--- src/rtl/dac_spi_tx.sv ---
// dac_spi_tx: serialises 8-bit DDS samples into 16-bit SPI frames for a DAC.
// Each frame is {CTRL, sample, 4'b0000}, sent MSB first with chip select
// framing, a fixed setup, hold and gap, and SCLK at sys_clk / (2*CLK_DIV).
// Samples offered while a frame is in flight are dropped and counted.
module dac_spi_tx #(
    parameter int unsigned CLK_DIV = 2,
    parameter logic [3:0]  CTRL    = 4'b0000
) (
    input  logic       sys_clk,
    input  logic       rst_n,
    input  logic [7:0] sample_in,
    input  logic       sample_valid,
    output logic       ready,
    output logic       dac_cs_n,
    output logic       dac_sclk,
    output logic       dac_din,
    output logic       frame_done,
    output logic [7:0] drop_cnt
);

    typedef enum logic [2:0] {
        IDLE  = 3'd0,
        SETUP = 3'd1,
        SHIFT = 3'd2,
        HOLD  = 3'd3,
        GAP   = 3'd4
    } state_t;

    // Every phase and every SCLK half-period lasts CLK_DIV cycles, so the
    // divider counts CLK_DIV-1 down to 0 and expires on the last cycle.
    localparam logic [7:0] DIV_RELOAD = 8'(CLK_DIV - 1);

    state_t      state_r, state_nx_s;
    logic [7:0]  div_r, div_nx_s;
    logic [4:0]  half_r, half_nx_s;
    logic [15:0] shreg_r, shreg_nx_s;
    logic        sclk_r, sclk_nx_s;
    logic        cs_n_r, cs_n_nx_s;
    logic        din_r, din_nx_s;
    logic        frame_done_r, frame_done_nx_s;
    logic [7:0]  drop_r, drop_nx_s;
    logic        expire_s;

    assign expire_s = (div_r == 8'd0);

    // Next-state, divider, shift register and serial output decoding.
    always_comb begin
        state_nx_s = state_r;
        div_nx_s   = expire_s ? 8'd0 : (div_r - 8'd1);
        half_nx_s  = half_r;
        shreg_nx_s = shreg_r;
        sclk_nx_s  = sclk_r;
        cs_n_nx_s  = cs_n_r;
        din_nx_s   = din_r;
        case (state_r)
            IDLE: begin
                if (sample_valid) begin
                    state_nx_s = SETUP;
                    div_nx_s   = DIV_RELOAD;
                    shreg_nx_s = {CTRL, sample_in, 4'b0000};
                    din_nx_s   = CTRL[3];
                    cs_n_nx_s  = 1'b0;
                    sclk_nx_s  = 1'b0;
                end else begin
                    div_nx_s   = div_r;
                end
            end
            SETUP: begin
                if (expire_s) begin
                    // Leaving SETUP is the first rising SCLK edge.
                    state_nx_s = SHIFT;
                    div_nx_s   = DIV_RELOAD;
                    sclk_nx_s  = 1'b1;
                    half_nx_s  = 5'd0;
                end else begin
                    state_nx_s = SETUP;
                end
            end
            SHIFT: begin
                if (expire_s) begin
                    div_nx_s = DIV_RELOAD;
                    if (half_r == 5'd31) begin
                        // 32nd half-period ends with SCLK already low.
                        state_nx_s = HOLD;
                    end else begin
                        half_nx_s = half_r + 5'd1;
                        sclk_nx_s = ~sclk_r;
                        if (sclk_r) begin
                            // Falling edge: present the next lower bit.
                            shreg_nx_s = {shreg_r[14:0], 1'b0};
                            din_nx_s   = shreg_r[14];
                        end else begin
                            din_nx_s   = din_r;
                        end
                    end
                end else begin
                    state_nx_s = SHIFT;
                end
            end
            HOLD: begin
                if (expire_s) begin
                    state_nx_s = GAP;
                    div_nx_s   = DIV_RELOAD;
                    cs_n_nx_s  = 1'b1;
                    din_nx_s   = 1'b0;
                end else begin
                    state_nx_s = HOLD;
                end
            end
            GAP: begin
                if (expire_s) begin
                    state_nx_s = IDLE;
                    div_nx_s   = DIV_RELOAD;
                end else begin
                    state_nx_s = GAP;
                end
            end
            default: begin
                state_nx_s = IDLE;
                div_nx_s   = DIV_RELOAD;
                cs_n_nx_s  = 1'b1;
                sclk_nx_s  = 1'b0;
                din_nx_s   = 1'b0;
            end
        endcase
        // Pulse covers the final GAP cycle, so ready rises right after it.
        frame_done_nx_s = (state_nx_s == GAP) && (div_nx_s == 8'd0);
        if (sample_valid && (state_r != IDLE) && (drop_r != 8'hFF)) begin
            drop_nx_s = drop_r + 8'd1;
        end else begin
            drop_nx_s = drop_r;
        end
    end

    // State and output registers; reset aborts any frame immediately.
    always_ff @(posedge sys_clk or negedge rst_n) begin
        if (!rst_n) begin
            state_r      <= IDLE;
            div_r        <= DIV_RELOAD;
            half_r       <= 5'd0;
            shreg_r      <= 16'd0;
            sclk_r       <= 1'b0;
            cs_n_r       <= 1'b1;
            din_r        <= 1'b0;
            frame_done_r <= 1'b0;
            drop_r       <= 8'd0;
        end else begin
            state_r      <= state_nx_s;
            div_r        <= div_nx_s;
            half_r       <= half_nx_s;
            shreg_r      <= shreg_nx_s;
            sclk_r       <= sclk_nx_s;
            cs_n_r       <= cs_n_nx_s;
            din_r        <= din_nx_s;
            frame_done_r <= frame_done_nx_s;
            drop_r       <= drop_nx_s;
        end
    end

    assign ready      = (state_r == IDLE);
    assign dac_cs_n   = cs_n_r;
    assign dac_sclk   = sclk_r;
    assign dac_din    = din_r;
    assign frame_done = frame_done_r;
    assign drop_cnt   = drop_r;

endmodule

--- config.mk ---
export PLATFORM = sky130hd
export DESIGN_NAME = dac_spi_tx
export DESIGN_NICKNAME = d
export VERILOG_FILES = /design/src/rtl/dac_spi_tx.sv
export SDC_FILE = /design/constraint.sdc
export NUM_CORES = 1
export LEC_CHECK = 0
export BUFFER_PORTS_ARGS = -buffer_cell sky130_fd_sc_hd__buf_2
export CAP_MARGIN = 20
export CORE_MARGIN = 5
export CORE_UTILIZATION = 52
export DETAILED_ROUTE_END_ITERATION = 12
export PLACE_DENSITY = 0.77
export SLEW_MARGIN = 40
export SYNTH_ARGS = -nofsm -noshare
export SYNTH_HDL_FRONTEND = slang
export SYNTH_SLANG_ARGS = --single-unit
--- constraint.sdc ---
create_clock -name sys_clk -period 2 [get_ports sys_clk]
set_input_delay 0 -clock sys_clk [delete_from_list [all_inputs] [get_ports sys_clk]]
set_output_delay 0 -clock sys_clk [all_outputs]
set_load 0.01 [all_outputs]
==> flow_metrics.py <==
metrics = {
    "run_status": {
        "run_status": "finished with violations",
        "violations_in_the_final_reports": "negative setup slack",
    },
    "clocking": {
        "clock_sinks": 39,
        "total_number_of_h_tree_levels": 2,
        "tritoncts_clock_tree": "done",
        "inserted_clock_buffers": 5,
        "clkLatencyLatePin_ps": 300,
        "clock-root-buffer": "sky130_fd_sc_hd__clkbuf_8",
        "clock_path_buffers": 2,
        "clk_pin_slew_ps": 80,
    },
    "routing": {
        "antenna_violating_nets_post_route": 0,
        "wl_met1_mm": 2.23,
        "drt_pre_antenna_iters": 5,
        "post_drt_via_cell_ratio": 5.49,
        "vias": 1861,
        "top_signal_layer_used": "met4",
        "wl_met3_um": 213,
        "drc": 0,
        "met2_length_mm": 2.60,
        "dr.first_iter.drc_count": 142,
        "wire_per_inst_um": 15.2,
        "drt-total-wl_mm": 5.14,
    },
    "timing": {
        "setup_viol": 12,
        "max_slew_margin_pct": 63.3,
        "timing.clock.skew_ps": 4.26,
        "final_hold_viol_count": 0,
        "fin_ws_ps": -92.7,
        "clock.fmax_mhz": 478,
        "setup_repair_after_global_routing_missed_its_margin": "true",
        "transition_time_at_the_pin_with_the_least_slew_margin_ps": 544,
        "final-max-slew-violation-count": 0,
        "min_period_over_period_pct": 105,
        "finalWorstPathRequiredPeriod_ps": 2090,
        "hold-worst-slack_ps": 209,
    },
    "finish": {
        "num_antenna_cells": 0,
        "final.fill_count": 285,
        "final_core_utilization_pct": 70.8,
        "layout.nets": 304,
        "area.growth.synth_to_final_pct": 32.8,
        "post_route_cells_drive_above_1_share_pct": 35.6,
    },
    "yosys": {
        "synth_nets": 242,
        "area_fraction_in_compound_gates_after_synthesis_pct": 19.0,
        "asyncSetResetFlopFracSynth_pct": 100,
        "syn_area_um2": 2130,
        "synth_cell_types": 56,
        "syn-mean-instance-area_um2": 9.43,
        "ys_dominant_reg_cell": "sky130_fd_sc_hd__dfrtp_1",
        "synth_area_leader_cell": "sky130_fd_sc_hd__dfrtp_1",
        "synthAdderAreaFrac_pct": 2.93,
        "synth.area.mux_share_pct": 1.70,
        "synth_top_family_by_area": "simple AND/OR/NAND/NOR gates",
        "netlist_instances": 226,
        "synth-xor-area-share_pct": 3.29,
        "synth_edf_count": 0,
        "synth_simple_gate_area_share_pct": 21.8,
        "synth_top_cell_area_share_pct": 43.4,
        "synth.yosys.warnings": 0,
        "synth.ff_latch_count": 39,
        "synth.area.top_cells": "sky130_fd_sc_hd__dfrtp_1 (43%), sky130_fd_sc_hd__nand2_1 (5.8%), sky130_fd_sc_hd__o21ai_0 (4.2%)",
        "part_of_the_yosys_area_used_for_sequential_elements_pct": 45.9,
    },
    "grt": {
        "antenna_found_initial": 0,
        "first_pass_grt_wire_length_mm": 8.14,
        "grtUsageTotal_pct": 19.6,
        "overflow": 0,
        "pin_count_of_the_biggest_net_entering_global_routing": 40,
        "vias_in_the_first_global_route": 1804,
    },
    "die": {
        "std_cell_rows": 23,
        "die_area_um2": 5480,
        "die_height_um": 74.0,
        "placeableCoreArea_um2": 4000,
        "initial_core_util_pct": 53.3,
        "floorplan.die.width_um": 74.0,
        "design.portCount": 24,
    },
    "power_and_ir_drop": {
        "max-vdd-ir-drop_v": 0.000853,
        "overall_power_consumption_w": 0.00384,
        "power_leakage_nw": 1.30,
        "power_per_cell_area_nw_per_um2": 1360,
    },
    "placement": {
        "dpl.hpwl_mm": 3.50,
        "buffer_ports.inserted": 23,
        "finalWeightedCongestion": 0.923,
        "placement.setup.worst_slack_ps": -55.4,
    },
    "worst_setup_path": {
        "critPathArrivalTime_ps": 2320,
        "cp_max_fo": 5,
        "regToRegEndpoint": "shreg_r[11]$_DFFE_PN0P_",
        "timing.critical_path.to_type": "flip-flop",
        "length_in_cells_of_the_worst_reg_to_reg_path": 8,
        "reg2reg_from": "div_r[1]$_DFF_PN0_",
        "startpoint": "div_r[1]$_DFF_PN0_",
        "crit_required_ps": 2230,
        "rrSetupSlack_ps": -90,
        "timing.critical_path.from_type": "flip-flop",
        "path_class": "flip-flop to flip-flop",
    },
    "flow_run": {
        "timing.max_cap.violations": 0,
    },
    "min_path": {
        "hold_class": "input port to async pin",
    },
}
## state kept, by name (all words and copies together), names as in the netlist
register / flops
dac_sclk: 1
state_r: 3
drop_cnt: 8
half_r: 5
div_r: 8
dac_din: 1
dac_cs_n: 1
frame_done: 1
shreg_r: 11
## metrics by stage
stage          area [um^2]  cells  setup TNS (ps)
6_report              2830    339            -727
5_1_grt               2830    339           -2040
4_1_cts               2710    333            -391
3_5_place_dp          2490    316            -265
3_3_place_gp          2480    316           -23.4
2_1_floorplan         2150    226               0
## cell families after synthesis
logic type / count (synthesis)
muxes: 3
buffers and inverters: 24
and+or+nand+nor: 91
xor gates and xnor gates: 8
AOI/OAI and AO/OA: 56
DFF: 39
adders and majority gates: 5
## worst max-delay path: stages (launching register included)
cell and delay, ps:
sky130_fd_sc_hd__dfrtp_1 390, sky130_fd_sc_hd__inv_2 60, sky130_fd_sc_hd__ha_1 120, sky130_fd_sc_hd__or3b_4 410, sky130_fd_sc_hd__or3_4 380, sky130_fd_sc_hd__a21oi_4 280
sky130_fd_sc_hd__clkbuf_16 210, sky130_fd_sc_hd__nor2_1 40, sky130_fd_sc_hd__a31oi_2 130
## placed cells by master, fill, tap and decap left out, types with 2 or more instances in the layout
master                          Yosys  final
sky130_fd_sc_hd__a21oi_1            9      8
sky130_fd_sc_hd__a22oi_1            2      2
sky130_fd_sc_hd__a31oi_2            6      7
sky130_fd_sc_hd__a32o_1             2      2
sky130_fd_sc_hd__and2_1             2      2
sky130_fd_sc_hd__and3_1             4      4
sky130_fd_sc_hd__buf_2              2     22
sky130_fd_sc_hd__buf_4              2     33
sky130_fd_sc_hd__clkbuf_16          0      2
sky130_fd_sc_hd__clkbuf_8           0      5
sky130_fd_sc_hd__dfrtp_1           37     37
sky130_fd_sc_hd__dfstp_2            2      2
sky130_fd_sc_hd__dlygate4sd3_1      0      9
sky130_fd_sc_hd__ha_1               5      3
sky130_fd_sc_hd__ha_2               0      2
sky130_fd_sc_hd__inv_1             10      8
sky130_fd_sc_hd__inv_2              1      3
sky130_fd_sc_hd__nand2_1           33     33
sky130_fd_sc_hd__nand2b_1           3      3
sky130_fd_sc_hd__nand3_1            5      4
sky130_fd_sc_hd__nand4_1            4      4
sky130_fd_sc_hd__nor2_1            19     16
sky130_fd_sc_hd__nor2_2             0      3
sky130_fd_sc_hd__nor2b_1            4      4
sky130_fd_sc_hd__nor3_1             3      3
sky130_fd_sc_hd__nor4_1             2      2
sky130_fd_sc_hd__o21ai_0           18     11
sky130_fd_sc_hd__o21ai_1            1      6
sky130_fd_sc_hd__o21ai_2            0      2
sky130_fd_sc_hd__o31a_1             2      2
sky130_fd_sc_hd__or4_4              1      2
sky130_fd_sc_hd__xnor2_1            4      4
sky130_fd_sc_hd__xor2_1             4      4
## metal layers
metal	track usage (%)	vias up
li1	-	930
met1	24.7	879
met2	31.8	43
met3	4.46	9
met4	9.66	0
met5	0	-
## cells in the mapped netlist, drive strengths merged (3+ instances only)
library cell,count
nand3,5
inv,11
a31oi,8
nor3,4
dfrtp,37
o21ai,19
nor2,19
buf,6
xor2,4
ha,5
nand4,5
xnor2,4
nand2,33
nand2b,3
clkbuf,7
nor2b,4
and3,4
a21oi,10
## power breakdown
part	total, W	switching, W	internal [W]	leakage (nW)
Clock	0.000663	0.000291	0.000371	0.0581
Combinational	0.00187	0.000947	0.000924	0.757
Sequential	0.00130	0.000225	0.00108	0.488
## cell type report
type | count | area, um^2 | area share (%)
Inverter | 11 | 41.3 | 1.46
Clock buffer | 5 | 68.8 | 2.43
Timing Repair Buffer | 68 | 529 | 18.7
Sequential cell | 39 | 978 | 34.6
Multi-Input combinational cell | 163 | 1110 | 39.1
Clock inverter | 3 | 43.8 | 1.55
Tap cell | 50 | 62.6 | 2.21
## worst max-delay path by stage
stage	slack [ps]	to	cells past startpoint
after floorplan	30	frame_done$_DFF_PN0_	8
after global placement	-20	frame_done$_DFF_PN0_	8
after detailed placement	-60	frame_done$_DFF_PN0_	8
after CTS	-80	frame_done$_DFF_PN0_	8
after global routing	-180	shreg_r[12]$_DFFE_PN0P_	8
final	-90	shreg_r[11]$_DFFE_PN0P_	8
## timing repair
item	CTS	global route
hold buffers	9	0
endpoints found under the setup margin	12	20
gates cloned	0	3
setup buffers	0	3
pin swaps	2	4
resized for setup	6	17
hold endpoints to repair	45	0
(Power assumes the default switching activity.)
